===== config.mk =====
export PLATFORM = sky130hd
export DESIGN_NAME = uart_tx_unit
export DESIGN_NICKNAME = d
export VERILOG_FILES = /design/src/rtl/uart_tx_unit.sv
export SDC_FILE = /design/constraint.sdc
export NUM_CORES = 1
export LEC_CHECK = 0
export CAP_MARGIN = 20
export CORE_ASPECT_RATIO = 0.8
export CORE_MARGIN = 2
export CORE_UTILIZATION = 58
export CTS_CLUSTER_SIZE = 28
export DETAILED_ROUTE_END_ITERATION = 6
export GPL_ROUTABILITY_DRIVEN = 0
export PLACE_DENSITY = 0.92
export SKIP_CTS_REPAIR_TIMING = 1
export SLEW_MARGIN = 40
export SYNTH_ARGS = -nofsm -noshare
export SYNTH_HDL_FRONTEND = slang
export SYNTH_SLANG_ARGS = --single-unit

===== constraint.sdc =====
create_clock -name clk -period 5.25 [get_ports clk]
set_clock_uncertainty 0.1 [all_clocks]
set_input_delay 0.7875 -clock clk [delete_from_list [all_inputs] [get_ports clk]]
set_output_delay 0.7875 -clock clk [all_outputs]
set_load 0.005 [all_outputs]

===== src/rtl/uart_tx_unit.sv =====
`default_nettype none
// ============================================================================
//  Module   : uart_tx_unit
//  Brief    : UART 8N1 transmitter, one WORD_BYTES-byte word per handshake,
//             least-significant byte first.
//  Revision : 1.0 - initial release
// ============================================================================
module uart_tx_unit #(
    parameter int CLKS_PER_BIT = 868,
    parameter int WORD_BYTES   = 4,
    localparam int DATA_WIDTH  = 8 * WORD_BYTES
) (
    input  logic                  clk,
    input  logic                  rst_n,
    input  logic [DATA_WIDTH-1:0] tx_data,
    input  logic                  tx_valid,
    output logic                  tx_ready,
    output logic                  tx,
    output logic                  tx_busy,
    output logic                  tx_done
);

    localparam int                  c_BAUD_W    = (CLKS_PER_BIT > 1) ? $clog2(CLKS_PER_BIT) : 1;
    localparam logic [c_BAUD_W-1:0] c_BAUD_LAST = c_BAUD_W'(CLKS_PER_BIT - 1);
    localparam logic [c_BAUD_W-1:0] c_BAUD_ONE  = c_BAUD_W'(1);
    localparam logic [1:0]          c_BYTE_LAST = 2'(WORD_BYTES - 1);

    localparam logic [1:0] c_ST_IDLE  = 2'd0;
    localparam logic [1:0] c_ST_START = 2'd1;
    localparam logic [1:0] c_ST_DATA  = 2'd2;
    localparam logic [1:0] c_ST_STOP  = 2'd3;

    logic [1:0]            r_state,    w_state_nxt;
    logic [c_BAUD_W-1:0]   r_baud_cnt, w_baud_cnt_nxt;
    logic [2:0]            r_bit_cnt,  w_bit_cnt_nxt;
    logic [1:0]            r_byte_cnt, w_byte_cnt_nxt;
    logic [DATA_WIDTH-1:0] r_shift,    w_shift_nxt;
    logic                  r_tx,       w_tx_nxt;
    logic                  r_tx_ready, w_tx_ready_nxt;
    logic                  r_tx_busy,  w_tx_busy_nxt;
    logic                  r_tx_done,  w_tx_done_nxt;

    logic                  w_accept;
    logic                  w_bit_end;
    logic [7:0]            w_cur_byte;
    logic [2:0]            w_bit_inc;

    assign w_accept   = tx_valid & r_tx_ready;
    assign w_bit_end  = (r_baud_cnt == c_BAUD_LAST);
    assign w_cur_byte = r_shift[7:0];
    assign w_bit_inc  = r_bit_cnt + 3'd1;

    // State and every output are registered together; reset aborts any frame.
    always_ff @(posedge clk or negedge rst_n) begin
        if (!rst_n) begin
            r_state    <= c_ST_IDLE;
            r_baud_cnt <= '0;
            r_bit_cnt  <= '0;
            r_byte_cnt <= '0;
            r_shift    <= '0;
            r_tx       <= 1'b1;
            r_tx_ready <= 1'b1;
            r_tx_busy  <= 1'b0;
            r_tx_done  <= 1'b0;
        end else begin
            r_state    <= w_state_nxt;
            r_baud_cnt <= w_baud_cnt_nxt;
            r_bit_cnt  <= w_bit_cnt_nxt;
            r_byte_cnt <= w_byte_cnt_nxt;
            r_shift    <= w_shift_nxt;
            r_tx       <= w_tx_nxt;
            r_tx_ready <= w_tx_ready_nxt;
            r_tx_busy  <= w_tx_busy_nxt;
            r_tx_done  <= w_tx_done_nxt;
        end
    end

    always_comb begin
        w_state_nxt = r_state;
        unique case (r_state)
            c_ST_IDLE:  if (w_accept) w_state_nxt = c_ST_START;
            c_ST_START: if (w_bit_end) w_state_nxt = c_ST_DATA;
            c_ST_DATA:  if (w_bit_end && (r_bit_cnt == 3'd7)) w_state_nxt = c_ST_STOP;
            c_ST_STOP: begin
                if (w_bit_end) begin
                    w_state_nxt = (r_byte_cnt < c_BYTE_LAST) ? c_ST_START : c_ST_IDLE;
                end
            end
            default:    w_state_nxt = c_ST_IDLE;
        endcase
    end

    always_comb begin
        w_baud_cnt_nxt = '0;
        w_bit_cnt_nxt  = r_bit_cnt;
        w_byte_cnt_nxt = r_byte_cnt;
        w_shift_nxt    = r_shift;
        w_tx_nxt       = r_tx;
        w_tx_ready_nxt = r_tx_ready;
        w_tx_busy_nxt  = r_tx_busy;
        w_tx_done_nxt  = 1'b0;

        if (r_state != c_ST_IDLE) begin
            w_baud_cnt_nxt = w_bit_end ? '0 : (r_baud_cnt + c_BAUD_ONE);
        end

        unique case (r_state)
            c_ST_IDLE: begin
                if (w_accept) begin
                    w_shift_nxt    = tx_data;
                    w_byte_cnt_nxt = '0;
                    w_bit_cnt_nxt  = '0;
                    w_tx_nxt       = 1'b0;
                    w_tx_ready_nxt = 1'b0;
                    w_tx_busy_nxt  = 1'b1;
                end
            end
            c_ST_START: begin
                if (w_bit_end) begin
                    w_bit_cnt_nxt = '0;
                    w_tx_nxt      = w_cur_byte[0];
                end
            end
            c_ST_DATA: begin
                if (w_bit_end) begin
                    if (r_bit_cnt == 3'd7) begin
                        w_tx_nxt = 1'b1;
                    end else begin
                        w_bit_cnt_nxt = w_bit_inc;
                        w_tx_nxt      = w_cur_byte[w_bit_inc];
                    end
                end
            end
            c_ST_STOP: begin
                if (w_bit_end) begin
                    if (r_byte_cnt < c_BYTE_LAST) begin
                        // Next byte starts immediately: no gap between bytes of a word.
                        w_byte_cnt_nxt = r_byte_cnt + 2'd1;
                        w_shift_nxt    = r_shift >> 8;
                        w_tx_nxt       = 1'b0;
                    end else begin
                        w_tx_nxt       = 1'b1;
                        w_tx_ready_nxt = 1'b1;
                        w_tx_busy_nxt  = 1'b0;
                        w_tx_done_nxt  = 1'b1;
                    end
                end
            end
            default: begin
                w_tx_nxt = 1'b1;
            end
        endcase
    end

    assign tx       = r_tx;
    assign tx_ready = r_tx_ready;
    assign tx_busy  = r_tx_busy;
    assign tx_done  = r_tx_done;

endmodule
`default_nettype wire


Word level (Yosys, flattened, before mapping)
Index checks and enable logic that the tools add are counted.
{"block": "word_totals", "elab_cells": 77, "inputBits": 35, "ff_bits": 53}
{"block": "classes", "bitwise": 1, "addsub": 3, "n_eq_ne": 13, "n_mux": 39, "reduce_logical": 10, "order_cmp": 2}
{"operator": "2-to-1 mux 32 bit", "n": 3}
{"operator": "one-hot mux 32 bit (2 select lines)", "n": 1}
{"operator": "2-to-1 mux 10 bit", "n": 2}
{"operator": "!= test 2 bit (second input constant)", "n": 8}
{"operator": "AND reduction 4 bit", "n": 4}
{"operator": "2-to-1 mux 1 bit", "n": 15}
{"operator": "2-to-1 mux 2 bit", "n": 7}
{"operator": "2-to-1 mux 3 bit", "n": 4}
{"operator": "adder 10 x 1 -> 10 bit (second input constant)", "n": 1}
{"operator": "== test 10 bit (second input constant)", "n": 1}
{"operator": "one-hot mux 3 bit (3 select lines)", "n": 1}
{"operator": "one-hot mux 2 bit (4 select lines)", "n": 1}
{"operator": "AND reduction 5 bit", "n": 1}
{"operator": "== test 2 bit (second input constant)", "n": 2}
{"operator": "less-than comparator 3 x 4 -> 1 bit (second input constant)", "n": 1}
{"operator": "one-hot mux 1 bit (2 select lines)", "n": 2}
{"operator": "one-hot mux 1 bit (4 select lines)", "n": 1}
{"operator": "one-hot mux 2 bit (2 select lines)", "n": 1}
{"operator": "nonzero test 2 bit", "n": 2}
{"operator": "adder 3 x 1 -> 3 bit (second input constant)", "n": 1}
{"operator": "binary-select mux 1 bit (select 3 bit)", "n": 1}
{"operator": "== test 3 bit (second input constant)", "n": 1}
{"operator": "nonzero test 3 bit", "n": 1}
{"operator": "adder 2 x 1 -> 2 bit (second input constant)", "n": 1}
{"operator": "5 further kinds", "n": 5}

Longest topological paths before layout
{"block": "logic_depth", "depth_word": 6, "ltp_mapped": 7, "ltp_nobuf": 6}

Least setup slack after synthesis
Ideal clock, no wire load.
{"block": "synth_timing", "kind": "register to register", "from": "register r_state[0]", "to": "register r_shift[0]", "n_path_buf": 1, "stages_incl_launch_ff": 8, "t_arrival_ns": 1.859, "setup_slack_ns": 3.166, "required_ns": 5.025, "setup_ns": 0.125, "path_cell_list": "dfrtp_1 inv_1 ha_1 a21boi_2 nor3_2 a31oi_4 buf_6 mux2_2"}
{"block": "synth_between", "elab_chain_cells": 3, "elab_cells_between_ends": 8}
{"item": "from (decl)", "line": "33", "rtl": "logic [1:0] r_state, w_state_nxt;"}
{"item": "from (signal assigned)", "line": "56", "rtl": "r_state <= c_ST_IDLE;"}
{"item": "from (signal assigned)", "line": "66", "rtl": "r_state <= w_state_nxt;"}
{"item": "== test 2 bit / logical NOT 2 bit (equally long branches)", "line": "107", "rtl": "unique case (r_state)"}
{"item": "!= test 2 bit (no line) / nonzero test 2 bit (equally long branches)"}
{"item": "AND reduction 4 bit (no line)"}
{"item": "to (signal assigned)", "line": "70", "rtl": "r_shift <= w_shift_nxt;"}
{"item": "to (decl)", "line": "37", "rtl": "logic [DATA_WIDTH-1:0] r_shift, w_shift_nxt;"}
Parallel ways exist; a longest one is shown, timed or not.
A chain may end at the register's enable or synchronous reset.

Worst setup path after layout
{"block": "layout_timing", "from": "input port tx_valid", "to": "register r_shift[7]"}
{"block": "layout_between", "elab_chain_cells": 3}
{"item": "from (decl)", "line": "16", "rtl": "input logic tx_valid,"}
{"item": "bitwise AND 1 bit", "line": "48", "rtl": "assign w_accept = tx_valid & r_tx_ready;"}
{"item": "!= test 2 bit (no line)"}
{"item": "AND reduction 4 bit (no line)"}
Every way passes these cells.

==> metrics.txt <==
# port buffers 38; Post-Route WL 5079 um; top-area cell type share of the netlist area 0.4735; Worst IR Drop VDD 155.2 uV; first-pass GRT wire length 8625 um; drt initial violations 88; residual DRC count 0; initial antenna violation count 0; antenna viol nets, final 0; total gr overflow 0; drt via density 5.720; Bufs and invs on worst path 2; Die ar. 0.005211 sq mm; Die Ht 64.97 um; routed len/inst 16.71 um; Skew-Pair Late Insertion Delay 0.30 ns; async set or reset register ratio after synthesis 1.000; run status finished, final reports clean; register area share after synthesis 0.4930; core area 0.004542 sq mm; worst-margin pin slew 0.7503 ns; kind of cell adding the most delay to the critical path compound AO/OA/AOI/OAI gates; die width 80.21 um; Syn Inst Count 203; area grow syn2layout 20.66%; IO Pins 39; crit path kind input pin to flip-flop; H-tree Lvls 2; layout cells sized above 1 0.3197; Slew Viols, Final 0; worst-path fanout max 18; slowest stage cell on the critical path a31oi_4; number of synthesized flops with an enable pin 0; worst hold-check path type flip-flop to flip-flop; clock root buffer master clkbuf_8; # setup viols final 0; CP startpoint kind input pin; FP Rows 22; Tot GR Track Use 0.2163; pwr dens 248.9 mW/mm^2; final worst-path cycle share 0.5245; RSZ-0062 raised after global routing no; Clock transition at path regs 0.09 ns; Critical Path AT 2.84 ns; total iterations of the first detailed-routing run 4; antenna cells 0; Netlist cell types 41; CP Capture Type flip-flop; Data required, critical path 5.34 ns; synth top area cells dfrtp_1 47%, mux2_2 21%, ha_1 4.2%, a22o_1 3.6%, dfstp_2 1.9%; min cycle time layout 2.754 ns; mapped cell area 0.002695 sq mm; Leak 1.414 nW; reg2reg setup slack 2.50 ns; YS warnings 0; syn nets 247; pin count of the biggest net entering global routing 54; Seq cells post-synth 53; CTS sink cnt 53; clk buf depth 2; max_cap viols 0; CP cell instances clkdlybuf4s50_1 > a21boi_2 > nor3_2 > a31oi_4 > buf_8 > mux2_2; CP max stage delay 0.54 ns; Post-DP Area 0.003114 sq mm; Final #Nets 287; cts bufs inserted 5; CTS tree built; ys flop type dfrtp_1; Starting Density 0.5934; HPWL after DPL 3622 um; largest area contributor in the netlist dfrtp_1; Avg Inst Size Synth 13.28 sq um; vias in the first global route 1875; DR vias 1739; Peak Freq 363.2 MHz; TNS Setup 0 ns; post-route cell area 0.003252 sq mm; Final Hold Fails 0; Rel. slew slack 0.4971
-- worst reg2reg max path, cell delays in order (launching register included) --
cell      delay [ns]
dfrtp_1         0.44
inv_1           0.15
ha_1            0.31
a21boi_2        0.31
nor3_2          0.17
a31oi_4         0.55
buf_8           0.26
mux2_2          0.35
-- state kept, by name (all words and copies together) (netlist names) --
| name | cells |
|---|---|
| r_byte_cnt | 2 |
| tx | 1 |
| r_baud_cnt | 10 |
| r_state | 2 |
| r_bit_cnt | 3 |
| tx_done | 1 |
| tx_busy | 1 |
| r_shift | 32 |
| tx_ready | 1 |
-- metal layers --
layer  global-route usage  vias up  wire [um]
li1                     -      830          -
met2               0.3708       47       2547
met3              0.04457        4        194
met1               0.2817      858       2298
met5                    0        -          0
met4              0.05508        0         39
-- cells by family (layout without fill, tap and decap cells) --
family / count (synthesis) / after routing / share of synthesized area
AND/OR/NAND/NOR: 38 / 38 / 0.08310
multiplexers: 55 / 55 / 0.2391
XOR/XNOR: 8 / 8 / 0.02600
buffers and inverters: 12 / 53 / 0.02831
AO/OA/AOI/OAI: 28 / 28 / 0.08868
adder cells (fa/ha/maj): 9 / 9 / 0.04178
flip-flops: 53 / 53 / 0.4930
-- worst paths after layout --
kind                          startpoint             to  depth (start not counted)
min reg2reg                r_baud_cnt[0]  r_baud_cnt[0]                          1
min in group asynchronous          rst_n    r_shift[18]                          2
max in group asynchronous          rst_n  r_baud_cnt[5]                          2
min                        r_baud_cnt[0]  r_baud_cnt[0]                          1
max                             tx_valid     r_shift[7]                          6
max reg2reg                   r_state[0]     r_shift[7]                          7
-- synthesized netlist by cell type (all sizes together), types with 2 or more instances --
library cell	instances
mux2	52
dfrtp	51
nor2	12
a22o	11
ha	9
and3	6
xor2	6
buf	5
nand2	5
a21oi	4
inv	4
or3	4
clkbuf	3
nand3	3
a221oi	2
a31oi	2
dfstp	2
mux4	2
nand4	2
nor3	2
xnor2	2
-- layout by cell type (no fill, tap or decap), types with 2 or more instances in the layout --
| cell | Yosys | layout |
|---|---|---|
| a21oi_1 | 4 | 4 |
| a221oi_1 | 2 | 2 |
| a22o_1 | 11 | 11 |
| and3_1 | 5 | 5 |
| buf_4 | 0 | 2 |
| bufinv_16 | 0 | 2 |
| clkbuf_8 | 0 | 5 |
| clkdlybuf4s50_1 | 0 | 37 |
| dfrtp_1 | 51 | 51 |
| dfstp_2 | 2 | 2 |
| ha_1 | 9 | 9 |
| inv_1 | 4 | 4 |
| mux2_2 | 51 | 51 |
| mux4_2 | 2 | 2 |
| nand2_1 | 5 | 5 |
| nand3_1 | 3 | 3 |
| nand4_1 | 2 | 2 |
| nor2_1 | 12 | 12 |
| or3_1 | 2 | 2 |
| or3_4 | 2 | 2 |
| xnor2_1 | 2 | 2 |
| xor2_1 | 6 | 6 |
-- metrics by stage --
step | util | worst slack (ns) | instances | total power [W] | hold slack (ns)
after detailed placement | 0.6857 | 2.209 | 296 | 0.0004928 | 0.3785
final | 0.7160 | 2.496 | 304 | 0.0008095 | 0.3979
after CTS | 0.7160 | 2.505 | 304 | 0.0008158 | 0.4007
after floorplan | - | 3.166 | 203 | 0.0004530 | 0.3479
after global placement | 0.6824 | 2.106 | 295 | 0.0004901 | 0.3778
after global routing | 0.7160 | 2.357 | 304 | 0.0008439 | 0.4232
-- layout make-up --
cell class	count	area [sq um]
sequential	53	1329
multi-input combinational	138	1290
fill	318	1290
timing repair buffer	41	405.4
tap	60	75.07
clock buffer	5	68.82
clock inverter	3	68.82
inverter	4	15.01
-- where the power goes --
group / leakage [nW] / switching [W] / internal, W
Combinational: 0.686 / 0.0000179 / 0.0000389
Sequential: 0.659 / 0.00000688 / 0.000420
Clock: 0.0687 / 0.000133 / 0.000192
Total: 1.41 / 0.000158 / 0.000651
(Power assumes the default switching activity.)
